===== src/rtl/fifo_ram.sv =====
// Storage array for sync_fifo.
// 2**ADDR_WIDTH x DATA_WIDTH entries, one synchronous write port and one
// asynchronous (combinational) read port, so the FIFO head is visible in the
// same cycle its read pointer moves.
module fifo_ram #(
  parameter int DATA_WIDTH = 32,
  parameter int ADDR_WIDTH = 3
) (
  input  logic                  clk,
  input  logic                  we_i,
  input  logic [ADDR_WIDTH-1:0] waddr_i,
  input  logic [DATA_WIDTH-1:0] wdata_i,
  input  logic [ADDR_WIDTH-1:0] raddr_i,
  output logic [DATA_WIDTH-1:0] rdata_o
);

  localparam int DEPTH = 2 ** ADDR_WIDTH;

  logic [DATA_WIDTH-1:0] mem_q [DEPTH];

  // Write port: capture the entry on the rising edge when enabled.
  // NOTE: the array has no reset; the pointers alone decide which entries are
  // valid, and leaving it unreset lets it map onto plain RAM/register files.
  always_ff @(posedge clk) begin
    if (we_i) begin
      mem_q[waddr_i] <= wdata_i;
    end
  end

  // Read port: combinational lookup of the addressed entry.
  always_comb begin
    rdata_o = mem_q[raddr_i];
  end

endmodule


===== src/rtl/sync_fifo.sv =====
// Single-clock first-word-fall-through FIFO.
// Depth 2**ADDR_WIDTH, DATA_WIDTH-bit entries. Pointers carry one extra wrap
// bit so full and empty are distinguishable without a separate counter.
// Optional feature: define SYNC_FIFO_COUNT_EN to add the o_count occupancy
// output; without it the port and its logic are absent.
module sync_fifo #(
  parameter int DATA_WIDTH = 32,
  parameter int ADDR_WIDTH = 3
) (
  input  logic                  clk,
  input  logic                  i_rst_n,
  input  logic                  i_wen,
  input  logic [DATA_WIDTH-1:0] i_data,
  input  logic                  i_ren,
  output logic [DATA_WIDTH-1:0] o_data,
  output logic                  o_empty,
  output logic                  o_full
`ifdef SYNC_FIFO_COUNT_EN
  ,
  output logic [ADDR_WIDTH:0]   o_count
`endif
);

  localparam int PTR_W = ADDR_WIDTH + 1;

  logic [PTR_W-1:0]      wptr_q, wptr_d;
  logic [PTR_W-1:0]      rptr_q, rptr_d;
  logic                  empty, full;
  logic                  wr_fire, rd_fire;
  logic [DATA_WIDTH-1:0] ram_rdata;

  // Flags straight from the registered pointers: equal means empty; same slot
  // but opposite wrap bit means the writer is a full lap ahead.
  always_comb begin
    empty = (wptr_q == rptr_q);
    full  = (wptr_q[ADDR_WIDTH-1:0] == rptr_q[ADDR_WIDTH-1:0]) &&
            (wptr_q[ADDR_WIDTH] != rptr_q[ADDR_WIDTH]);
  end

  // Qualify requests: writes are dropped when full, reads ignored when empty.
  // A simultaneous write on empty therefore only writes (no bypass), and a
  // simultaneous read on full only reads.
  always_comb begin
    wr_fire = i_wen && !full;
    rd_fire = i_ren && !empty;
  end

  // Next-state pointers, wrapping naturally modulo 2**PTR_W.
  // NOTE: every output gets a default first so no path leaves it unassigned,
  // which would otherwise infer a latch.
  always_comb begin
    wptr_d = wptr_q;
    rptr_d = rptr_q;
    if (wr_fire) begin
      wptr_d = wptr_q + PTR_W'(1);
    end
    if (rd_fire) begin
      rptr_d = rptr_q + PTR_W'(1);
    end
  end

  // Pointer registers; asynchronous reset empties the FIFO immediately.
  // NOTE: non-blocking assignments so every register samples pre-edge values.
  always_ff @(posedge clk or negedge i_rst_n) begin
    if (!i_rst_n) begin
      wptr_q <= '0;
      rptr_q <= '0;
    end else begin
      wptr_q <= wptr_d;
      rptr_q <= rptr_d;
    end
  end

  fifo_ram #(
    .DATA_WIDTH (DATA_WIDTH),
    .ADDR_WIDTH (ADDR_WIDTH)
  ) u_ram (
    .clk     (clk),
    .we_i    (wr_fire),
    .waddr_i (wptr_q[ADDR_WIDTH-1:0]),
    .wdata_i (i_data),
    .raddr_i (rptr_q[ADDR_WIDTH-1:0]),
    .rdata_o (ram_rdata)
  );

  // Outputs: head entry is forced to zero while empty so stale RAM contents
  // never leak out.
  always_comb begin
    o_empty = empty;
    o_full  = full;
    o_data  = empty ? '0 : ram_rdata;
  end

`ifdef SYNC_FIFO_COUNT_EN
  // Occupancy: pointer difference modulo 2**PTR_W, range 0..2**ADDR_WIDTH.
  always_comb begin
    o_count = wptr_q - rptr_q;
  end
`endif

endmodule


===== config.mk =====
export PLATFORM = sky130hd
export DESIGN_NAME = sync_fifo
export DESIGN_NICKNAME = d
export VERILOG_FILES = /design/src/rtl/fifo_ram.sv /design/src/rtl/sync_fifo.sv
export SDC_FILE = /design/constraint.sdc
export NUM_CORES = 1
export LEC_CHECK = 0
export CAP_MARGIN = 20
export CORE_AREA = 2 2 177 179
export DETAILED_ROUTE_END_ITERATION = 8
export DIE_AREA = 0 0 179 181
export HOLD_SLACK_MARGIN = 0.02
export MAX_ROUTING_LAYER = met4
export PLACE_DENSITY_LB_ADDON = 0.08
export SYNTH_ARGS = -nofsm -noshare
export SYNTH_HDL_FRONTEND = slang
export SYNTH_SLANG_ARGS = --single-unit

===== constraint.sdc =====
create_clock -name clk -period 4.3 [get_ports clk]
set_input_delay 0.86 -clock clk [delete_from_list [all_inputs] [get_ports clk]]
set_output_delay 0.86 -clock clk [all_outputs]
set_load 0.02 [all_outputs]

==> results summary <==
The run finished with clean final reports. The per-cell via count in the routed design is 5.07. The average instance in the mapped netlist occupies 18.2 um^2. Leaving out fill and tap cells, the most frequent cells in the layout are edfxtp_1 (256), mux2i_1 (128), clkdlybuf4s50_1 (69). Global routing used 15.6% of the available tracks. The share of cells above drive strength 1 came out at 11.9%. The remaining design rule violation count came out at 0. In this run the clock root is driven by a clkbuf_16. Counting flops and latches in the post-synthesis netlist gives 264. Timing would allow up to 0.255 GHz. Once detail routing completed, the nets flagged for antenna violations numbered 0. The number of max-slew violations in the final report came out at 0. The sum of negative setup slack came out at 0 ns. The highest fanout seen on the critical path is 73. The diode insertion count for antenna repair is 0. The hold buffer count at CTS is 0. The final count of hold timing violations came out at 0. The worst-case vdd ir drop is 0.363 mV. TritonCTS built the clock tree. The transition at the pin with the smallest max-transition slack is 0.982 ns. The most used flip-flop cell after synthesis is edfxtp_1. The register area share after synthesis came out at 74.9%. The post-synthesis cell type count came out at 34.

The final routed wirelength across all metal layers is 24100 um. The clock net sink count came out at 264. The detailed placer's ending HPWL came out at 12300 um. At the end of the flow the core is filled with cells to 42.1%. Leaving out fill and tap cells, the most frequent cell in the layout is edfxtp_1. Summing over every cut layer, the via total after detailed routing is 5462. The pin count of the biggest net entering global routing is 74. The initial antenna violation count was 0. The share of flip-flops with an asynchronous set or reset came out at 3.03%. The later pin in the worst-skew pair is clocked with a latency of 0.55 ns.

During placement, the flow inserted port buffers numbering 69. The gate count of the mapped netlist is 579. The share of the clock period used by the worst path after layout is 91.0%.

In this run the count of I/O pins placed on the die edge is 70. The total leakage power came out at 4.44 nW. After clock tree synthesis, the clock-pin slew on the worst setup and hold paths is 0.06 ns. The number of standard cells in the final layout excluding fillers came out at 1078. Max-cap violations in this run came to 0. The time the final worst path needs with I/O delays and setup is 3.91 ns. From synthesis to final layout, the design area changed by 21.4%. The setup fix buffers added after clock tree synthesis came out at 0. The instance count after placement with tap cells included came out at 1025.

The horizontal die dimension is 179 um. STA puts the critical path data required time at 3.44 ns. The worst clock skew came out at 0.0188 ns.

The number of H-tree levels is 1. The global-route wire length before repair is 36200 um. The die extent in y came out at 181 um. The mean routed wirelength per cell came out at 22.3 um. Routability-driven placement finished with a final weighted congestion of 0.716. Setup repair after global routing left no endpoint under its margin. The type of element launching the critical path is a register. The number of nets in the synthesized netlist is 617. The start-to-end type of the worst setup path is register to output port.

The class of the worst hold path is input pin to async pin. The synthesized design spends more area on one cell type than any other, namely edfxtp_1. The arrival time at the worst endpoint is 3.05 ns. The worst-case headroom to the max-slew limit is 33.8%. The initialized floorplan defines 64 standard-cell rows. The reg2reg setup slack came out at 1.53 ns.

The initial core utilization came out at 34.7%. The number of buffers created by CTS is 29. The number of gates resized after CTS was 0. The core box area is 0.0303 mm^2.

The kind of end point of the critical path is an output port. The number of enable flip-flop cells after synthesis is 256. The final setup violation count is 0. The number of global-route vias before repair is 5631. The power density relative to cell area is 780 mW/mm^2. The die outline area came out at 0.0324 mm^2. The number of design-rule violations left by the first detailed-router iteration came out at 410.

The first detailed-routing pass took 4 iterations. The area share of the largest cell type after synthesis came out at 73.0%. The area of the mapped netlist is 0.0105 mm^2. For this run, the number of Yosys warnings is 0. Counting along the longest clock path gives a buffer depth of 3. The total congestion overflow after global routing came out at 0. At the end of the flow, the number of nets in the layout was 698.

Yosys attributes the largest share of cell area to edfxtp_1 (73%), mux2i_1 (12%), a22oi_1 (4.6%).
logic make-up after synthesis:
group	share of synthesized area [%]
flops	74.9
mux	12.4
compound gates	5.76
simple gates	3.28
buf+inv	2.08
xor+xnor	1.28
fa+ha+maj	0.238
sequential cells by signal, summed over array words and instances, names as in the netlist:
signal / count
rptr_q: 4
wptr_q: 4
u_ram.mem_q: 256
cell type report:
| type | instances | area [um^2] |
|---|---|---|
| multi-input combinational | 275 | 2500 |
| sequential | 264 | 7890 |
| tap | 396 | 495 |
| inverter | 2 | 7.51 |
| clock inverter | 20 | 248 |
| fill | 2652 | 17600 |
| timing repair buffer | 88 | 896 |
| clock buffer | 33 | 741 |
worst max-delay path, cell delays in order, from the launching register on:
cell             delay (ns)
dfrtp_4                0.73
buf_12                 0.48
mux2i_1                0.16
a22oi_1                0.23
and3_1                 0.22
clkdlybuf4s50_1        0.62
synth_stat cells, types with 5 or more instances:
library cell,count
xnor2_1,5
edfxtp_1,256
nand2_1,6
dfrtp_1,8
clkbuf_1,17
buf_4,9
a22oi_1,64
buf_2,6
nor2_1,5
and3_1,32
mux2i_1,128
stage by stage:
step           cell area [um^2]  setup WS (ns)  hold WS (ns)  power [mW]
3_3_place_gp              11800          0.948         0.620        7.54
3_5_place_dp              11800          0.943         0.632        7.54
4_1_cts                   12800          0.355         0.627        10.1
2_1_floorplan             10500          0.510         0.550        5.89
6_report                  12800          0.386         0.629        9.97
5_1_grt                   12800          0.224         0.642        10.5
routing by layer:
metal	vias to the layer above	wire length [um]	GRT usage, %
met5	-	0	-
met2	105	11400	24.0
li1	2493	-	-
met3	35	962	2.46
met1	2829	11200	21.7
met4	0	476	3.51
worst paths after layout:
kind / startpoint / end / cells after the start
min in group clk: wptr_q[2]$_DFFE_PN0P_ / wptr_q[2]$_DFFE_PN0P_ / 1
setup / recovery: rptr_q[0]$_DFFE_PN0P_ / o_data[15] / 5
setup reg to reg: rptr_q[0]$_DFFE_PN0P_ / u_ram.mem_q[2][2]$_DFFE_PP_ / 4
hold / removal: i_rst_n / rptr_q[2]$_DFFE_PN0P_ / 1
hold reg to reg: wptr_q[2]$_DFFE_PN0P_ / wptr_q[2]$_DFFE_PN0P_ / 1
max in group asynchronous: i_rst_n / rptr_q[0]$_DFFE_PN0P_ / 1
where the power goes:
part           switching [mW]  leakage, nW  internal, mW
sequential              0.238         2.42          3.26
combinational            2.25         1.55          1.66
clock                   0.976        0.474          1.59
total                    3.46         4.44          6.51
No activity file was read; power rests on OpenSTA's default activity.
